## src/rtl/psum_drain.sv

```systemverilog
// Partial-sum accumulate/drain: sums MAC-array row vectors over a tile of beats, then
// drains each row saturated to DATA_WIDTH over valid/ready. Define PSUM_RELU_EN to drain negatives as 0.
module psum_drain #(
    parameter int DATA_WIDTH = 32,
    parameter int ARRAY_ROWS = 16,
    parameter int ACC_WIDTH  = 40
) (
    input  logic                            clk,
    input  logic                            rst,
    input  logic                            start_i,
    input  logic [7:0]                      tile_cnt_i,
    input  logic                            res_valid_i,
    input  logic [DATA_WIDTH-1:0]           res_i [ARRAY_ROWS],
    output logic                            out_valid_o,
    input  logic                            out_ready_i,
    output logic [DATA_WIDTH-1:0]           out_data_o,
    output logic [$clog2(ARRAY_ROWS)-1:0]   out_row_o,
    output logic                            out_last_o,
    output logic                            busy_o,
    output logic                            ovf_o
);

    localparam int ROW_W = $clog2(ARRAY_ROWS);
    localparam logic [ROW_W-1:0] LAST_ROW = ROW_W'(ARRAY_ROWS - 1);
    localparam logic signed [ACC_WIDTH-1:0] SAT_MAX =
        {{(ACC_WIDTH-DATA_WIDTH+1){1'b0}}, {(DATA_WIDTH-1){1'b1}}};
    localparam logic signed [ACC_WIDTH-1:0] SAT_MIN =
        {{(ACC_WIDTH-DATA_WIDTH+1){1'b1}}, {(DATA_WIDTH-1){1'b0}}};

    typedef enum logic [1:0] {IDLE, ACCUM, DRAIN} state_t;

    state_t                      state_q, state_d;
    logic signed [ACC_WIDTH-1:0] acc_q [ARRAY_ROWS];
    logic [7:0]                  beat_q, tile_q;
    logic [ROW_W-1:0]            row_q;
    logic                        ovf_q;
    logic                        final_beat, handshake, clamp;
    logic signed [ACC_WIDTH-1:0] row_val;
    logic [DATA_WIDTH-1:0]       row_sat;

    // Widened by one bit so a latched count of 255 still compares cleanly.
    assign final_beat = ({1'b0, beat_q} + 9'd1) == {1'b0, tile_q};
    assign handshake  = out_valid_o & out_ready_i;

    always_ff @(posedge clk) begin
        if (rst) state_q <= IDLE;
        else     state_q <= state_d;
    end

    always_comb begin
        // NOTE: every signal written here gets a default first, so no path can infer a latch.
        state_d     = state_q;
        out_valid_o = 1'b0;
        busy_o      = 1'b0;
        case (state_q)
            IDLE: begin
                if (start_i) state_d = ACCUM;
            end
            ACCUM: begin
                busy_o = 1'b1;
                if (res_valid_i && final_beat) state_d = DRAIN;
            end
            DRAIN: begin
                busy_o      = 1'b1;
                out_valid_o = 1'b1;
                if (out_ready_i && (row_q == LAST_ROW)) state_d = IDLE;
            end
            default: state_d = IDLE;
        endcase
    end

    // Drain value for the current row: optional ReLU, then clamp to the signed output range.
    always_comb begin
        row_val = acc_q[row_q];
`ifdef PSUM_RELU_EN
        if (row_val[ACC_WIDTH-1]) row_val = '0;
`endif
        clamp   = 1'b0;
        row_sat = row_val[DATA_WIDTH-1:0];
        if (row_val > SAT_MAX) begin
            clamp   = 1'b1;
            row_sat = SAT_MAX[DATA_WIDTH-1:0];
        end else if (row_val < SAT_MIN) begin
            clamp   = 1'b1;
            row_sat = SAT_MIN[DATA_WIDTH-1:0];
        end
    end

    // NOTE: registers use non-blocking assignments so every update reads pre-edge values.
    always_ff @(posedge clk) begin
        if (rst) begin
            // NOTE: the accumulator array is reset explicitly because an aborted job must leave no stale sums.
            for (int r = 0; r < ARRAY_ROWS; r++) acc_q[r] <= '0;
            beat_q <= '0;
            tile_q <= '0;
            row_q  <= '0;
            ovf_q  <= 1'b0;
        end else begin
            case (state_q)
                IDLE: begin
                    if (start_i) begin
                        for (int r = 0; r < ARRAY_ROWS; r++) acc_q[r] <= '0;
                        beat_q <= '0;
                        row_q  <= '0;
                        ovf_q  <= 1'b0;
                        tile_q <= (tile_cnt_i == 8'd0) ? 8'd1 : tile_cnt_i;
                    end
                end
                ACCUM: begin
                    if (res_valid_i) begin
                        for (int r = 0; r < ARRAY_ROWS; r++)
                            acc_q[r] <= acc_q[r] + ACC_WIDTH'(signed'(res_i[r]));
                        beat_q <= beat_q + 8'd1;
                    end
                end
                DRAIN: begin
                    if (handshake) begin
                        row_q <= (row_q == LAST_ROW) ? '0 : row_q + ROW_W'(1);
                        if (clamp) ovf_q <= 1'b1;
                    end
                end
                default: ;
            endcase
        end
    end

    // Outputs are forced to zero outside DRAIN so idle/reset reads are clean.
    assign out_data_o = out_valid_o ? row_sat : '0;
    assign out_row_o  = row_q;
    assign out_last_o = out_valid_o && (row_q == LAST_ROW);
    assign ovf_o      = ovf_q | (handshake & clamp);

endmodule

```

## config.mk

```make
export PLATFORM = sky130hd
export DESIGN_NAME = psum_drain
export DESIGN_NICKNAME = d
export VERILOG_FILES = /design/src/rtl/psum_drain.sv
export SDC_FILE = /design/constraint.sdc
export NUM_CORES = 2
export LEC_CHECK = 0
export BUFFER_PORTS_ARGS = -buffer_cell sky130_fd_sc_hd__buf_2
export CORE_ASPECT_RATIO = 1.25
export CORE_UTILIZATION = 35
export CTS_CLUSTER_SIZE = 28
export DETAILED_ROUTE_END_ITERATION = 12
export GPL_TIMING_DRIVEN = 0
export PLACE_DENSITY = 0.56
export SLEW_MARGIN = 20
export SYNTH_ARGS = -nofsm -noshare
export SYNTH_HDL_FRONTEND = slang
export SYNTH_SLANG_ARGS = --single-unit
```

## constraint.sdc

```tcl
create_clock -name clk -period 17.3 [get_ports clk]
set_input_delay 1.73 -clock clk [delete_from_list [all_inputs] [get_ports clk]]
set_output_delay 1.73 -clock clk [all_outputs]
set_load 0.005 [all_outputs]
```

* After elaboration in Yosys (flattened, before gate mapping)
Memory sizes are Yosys's and may differ from the RTL's. A register that Yosys moved wholly into a read port is not among the register bits.
Cells that the tools add are included.
** Operators by class
- Reductions and logical operators :: 13
- $add $sub $neg :: 19
- Equal/unequal tests :: 10
- Bitwise operators :: 35
- Mux-type cells :: 67
- Order comparisons :: 2
** Operator list (count)
- two-way mux 40 bit :: 32
- adder 40 x 32 -> 40 bit :: 16
- two-way mux 32 bit :: 3
- > comparator 40 x 32 -> 1 bit (second input constant) :: 1
- < comparator 40 x 32 -> 1 bit (second input constant) :: 1
- bitwise OR 1 bit :: 33
- two-way mux 8 bit :: 3
- two-way mux 4 bit :: 5
- two-way mux 1 bit :: 17
- one-hot mux 8 bit (2 select lines) :: 1
- != test 2 bit (second input constant) :: 6
- adder 8 x 1 -> 9 bit (second input constant) :: 1
- equality test 9 x 8 -> 1 bit :: 1
- AND reduction 3 bit :: 3
- adder 8 x 1 -> 8 bit (second input constant) :: 1
- logical NOT 8 bit :: 1
- one-hot mux 4 bit (2 select lines) :: 1
- two-way mux 2 bit :: 3
- one-hot mux 2 bit (3 select lines) :: 1
- adder 4 x 1 -> 4 bit (second input constant) :: 1
- equality test 4 bit (second input constant) :: 1
- AND reduction 4 bit :: 1
- nonzero test 2 bit :: 2
- logical AND 1 bit :: 3
- 7 further kinds :: 8
** Storage, ports and cells
- RAM bits :: 640
- Register bits :: 23
- Memories kept :: 1
- Output and inout bits :: 40
- Bits of input ports :: 525
** Memory list
- acc_q :: words 16, width 40, read ports 17, clocked after Yosys merged registers in 1, wr ports 16, RTL line 33 : logic signed [ACC_WIDTH-1:0] acc_q [ARRAY_ROWS];

* Depth between registers and ports, before layout
- Word-level depth :: 7
- Mapped depth :: 14

* Worst setup path before layout
OpenSTA, ideal clock, no wires.
- Path type :: input to register
- Start :: in res_valid_i
- End :: mem acc_q[1][0], enable pin
- Buffers on the path :: 2
- Stages on the path :: 5
- Required time :: 16671 ps
- Path slack :: 8926 ps
- Arrival :: 7745 ps
- Path through :: and2_1 > clkbuf_1 > nor2_1 > clkbuf_1 > inv_1
** RTL lines
- start, declared :: RTL line 12 : input logic res_valid_i,
- end, declared :: RTL line 33

==> run metrics <==
run status=completed; Synth Register Bits=between 600 and 700; GR Layer Usage met2=between 40% and 50%; leftover overflow at the end of global routing=0; initial antenna violation count=about 150; CP dominant cell by count=sky130_fd_sc_hd__buf_2; Synth Area per Inst=9.62 sq um; I/O pins=about 570; placeable core region=166,000 sq um; Area after DPL=64,800 sq um; Port Buf Inserts=between 500 and 600; Die Span Y=~460 microns; maximum net fanout on the critical path=10; clock transition time at the flip-flop clock pins of the worst setup and hold paths=0.06 ns; endpoint arrival time on the critical path=5.14 ns; distinct cell type count after synthesis=104; Max-cap violations=0; overall die area=170,000 sq um; Async SR Flop Fraction=0%; quantity of hold-fixing buffers added after cts=0; static leakage=29.2 nW; utilization after layout=40.7%; overall power after layout=8.87 mW; required time at the endpoint of the critical path=around 16 ns; postcts setup bufs=0; number of nets in the finished design=roughly 8,000; total length of routed wires=238,000 microns; post-detailed-route via-to-cell ratio=approximately 5.8; remaining routing DRC violations=0; crit path max-delay cell type=sky130_fd_sc_hd__mux4_2; delay contributed by the slowest stage of the critical path=0.71 ns; total of endpoints with negative setup slack in the final report=0; final worst slack=10.43 ns; wire length of the first global-routing pass=roughly 340,000 microns; routed wire length per instance=around 26 microns; fill cell instance count of the final layout=approximately 17,000; clock buffer count from CTS=86; worst setup path class=flip-flop to output port; clock latency reported for the late side of the worst-skew pair=between 0.7 and 0.8 ns; effective utilization at floorplan=a little over a third; number of iterations in the first detailed-routing pass=5; Rel. slew slack=20.7%; site row count=around 170; number of clock sinks=~670; initial detailed-routing violation count=5,230; power density over cell area=~130 nW/um^2; critical path cell sequence=buf_2 -> buf_2 -> buf_2 -> buf_1 -> mux4_2 -> mux4_2 -> nor2b_1 -> o21a_1 -> buf_2; final cycle utilization of the critical path=39.7%; Setup Total Neg Slack=0 ns; post-synthesis instance area=58,900 sq um; met3 routing resource usage after global routing=roughly 7.2%; critical path capture point type=output port; total via count in the routed design=roughly 53,000; largest area contributor in the synthesized netlist=sky130_fd_sc_hd__edfxtp_1; total nets after synthesis=7,290; Finished Cell Area=roughly 68,000 sq um; post-place setup slack=between 10 and 15 ns; met1 Use GR=a little over a third; largest net degree at the start of global routing=97; Synth top cells by count=805 x sky130_fd_sc_hd__nor2_1, 629 x sky130_fd_sc_hd__ha_1, 600 x sky130_fd_sc_hd__edfxtp_1; Clk Tree Root Cell=sky130_fd_sc_hd__clkbuf_16; minimum period implied by the final worst setup slack=around 7 ns; type of the tightest min-delay check=flip-flop to flip-flop; Most Used Layer, Global Route=met2; half-perimeter wire length after detailed placement=a little under 200,000 microns; startpoint kind of the worst setup timing path=flip-flop; instance count of the mapped netlist=6,120; Synth top area share=roughly 30%; total global-route track usage=27.4%; R2R cell count=10; synth-to-layout area growth=15.0%; number of global-route vias before repair=51,900; clock skew after layout=about 0.052 ns; Die Wd=roughly 370 microns; commonest register cell after synthesis=sky130_fd_sc_hd__edfxtp_1; Post-synth EDFFs=600; Longest Clk Path Bufs=3; count of warnings emitted by yosys=0; cells resized by post-CTS repair=0; unrepaired setup endpoints after global routing=false; most frequent cell after synthesis=sky130_fd_sc_hd__nor2_1; number of failing hold endpoints at the final stage=0; proportion of synthesized chip area in sequential cells=32.9%; H-tree depth reported by CTS=3; TritonCTS clock tree=done; gpl congestion=a little under 1; Final ANT Viol Nets=0; maximum frequency from static timing analysis=145 MHz; transition time of the tightest slew-check pin=~1.2 ns; Max IR drop VDD=0.000100 V; final slew viol count=0; leading cell types by total area after synthesis=sky130_fd_sc_hd__edfxtp_1 31%, sky130_fd_sc_hd__ha_1 13%, sky130_fd_sc_hd__mux4_2 7.6%, sky130_fd_sc_hd__nor2_1 5.1%, sky130_fd_sc_hd__a21oi_1 4.9%; layout cells sized above 1=between 10% and 20%; count of cells along the worst hold path=2
kinds of logic after synthesis:
kind of cell,Yosys count,synth area share (%)
simple gates,1869,14.8
compound gates,1846,20.2
flops,667,32.9
fa+ha+maj,645,13.9
xor+xnor,556,8.27
buf+inv,329,2.13
mux,208,7.79
cells in the final DEF, fill, tap and decap left out, types with 14 or more instances in the layout:
cell and count:
sky130_fd_sc_hd__mux4_2 200, sky130_fd_sc_hd__nor3b_1 20, sky130_fd_sc_hd__ha_1 629, sky130_fd_sc_hd__a211oi_1 58, sky130_fd_sc_hd__buf_2 581, sky130_fd_sc_hd__nor2b_1 108
sky130_fd_sc_hd__clkinv_2 16, sky130_fd_sc_hd__xnor2_1 287, sky130_fd_sc_hd__and3_1 69, sky130_fd_sc_hd__a31oi_1 70, sky130_fd_sc_hd__o211ai_1 30, sky130_fd_sc_hd__a21oi_1 578
sky130_fd_sc_hd__o21bai_1 75, sky130_fd_sc_hd__nand2_1 330, sky130_fd_sc_hd__edfxtp_1 600, sky130_fd_sc_hd__clkinv_1 17, sky130_fd_sc_hd__nor2_1 805, sky130_fd_sc_hd__and2_1 62
sky130_fd_sc_hd__fa_1 16, sky130_fd_sc_hd__o21ai_0 257, sky130_fd_sc_hd__clkbuf_16 91, sky130_fd_sc_hd__nor3_1 102, sky130_fd_sc_hd__a21o_1 330, sky130_fd_sc_hd__o31ai_1 23
sky130_fd_sc_hd__o21ai_1 87, sky130_fd_sc_hd__dfxtp_1 67, sky130_fd_sc_hd__xor2_1 269, sky130_fd_sc_hd__inv_1 131, sky130_fd_sc_hd__nor4_1 14, sky130_fd_sc_hd__clkbuf_2 17
sky130_fd_sc_hd__and4_1 14, sky130_fd_sc_hd__or3_1 26, sky130_fd_sc_hd__nand2b_1 92, sky130_fd_sc_hd__a221oi_1 21, sky130_fd_sc_hd__nand4_1 64, sky130_fd_sc_hd__nand3_1 117
sky130_fd_sc_hd__o21a_1 106, sky130_fd_sc_hd__clkbuf_1 170, sky130_fd_sc_hd__diode_2 65
flip-flops by register name (all words and copies together) (netlist names), named ones only:
signal	count
acc_q	640
beat_q	8
out_row_o	4
ovf_q	1
state_q	2
tile_q	8
critical path, delay by kind of cell, from the launching register on:
kind | cells | cell delay (ns)
compound gates | 1 | 0.33
mux | 2 | 1.18
simple gates | 1 | 0.20
buf+inv | 5 | 2.41
flops | 1 | 0.30
stage by stage:
stage / hold slack, ns / std cells
after floorplan: 0.434 / 6120
after global placement: 0.461 / 8881
after detailed placement: 0.463 / 8893
after CTS: 0.470 / 9053
after global routing: 0.500 / 9057
final: 0.471 / 9118
layout make-up:
class / instances / area, sq um / area share [%]
clock buffer: 117 / 2440 / 3.61
timing repair buffer: 576 / 3110 / 4.60
antenna: 65 / 163 / 0.240
inverter: 136 / 531 / 0.783
buffer: 193 / 767 / 1.13
sequential: 667 / 19400 / 28.6
clock inverter: 43 / 334 / 0.493
multi-input combinational: 5124 / 38300 / 56.5
tap: 2197 / 2750 / 4.06
power breakdown:
part	switching, mW	total [mW]	internal [mW]
logic	2.64	4.39	1.75
clock network	0.815	1.85	1.04
registers	0.338	2.63	2.29
metal layers:
layer	routed length, microns	up-vias
met5	800	-
met4	7470	124
met2	108000	1984
li1	-	24600
met1	96600	25800
met3	25000	410
final timing paths:
path,startpoint,slack [ns],end
worst min register to register,tile_q[5]$_SDFFE_PP0P_,0.47,tile_q[5]$_SDFFE_PP0P_
worst max register to register,state_q[1]$_SDFFE_PP0P_,12.58,acc_q[9][37]$_SDFFCE_PN0P_
worst max-delay path,flip-flop,10.43,out_data_o[21]
worst min-delay path,tile_q[5]$_SDFFE_PP0P_,0.47,tile_q[5]$_SDFFE_PP0P_
Note: power is estimated with default switching activity, not from simulation.
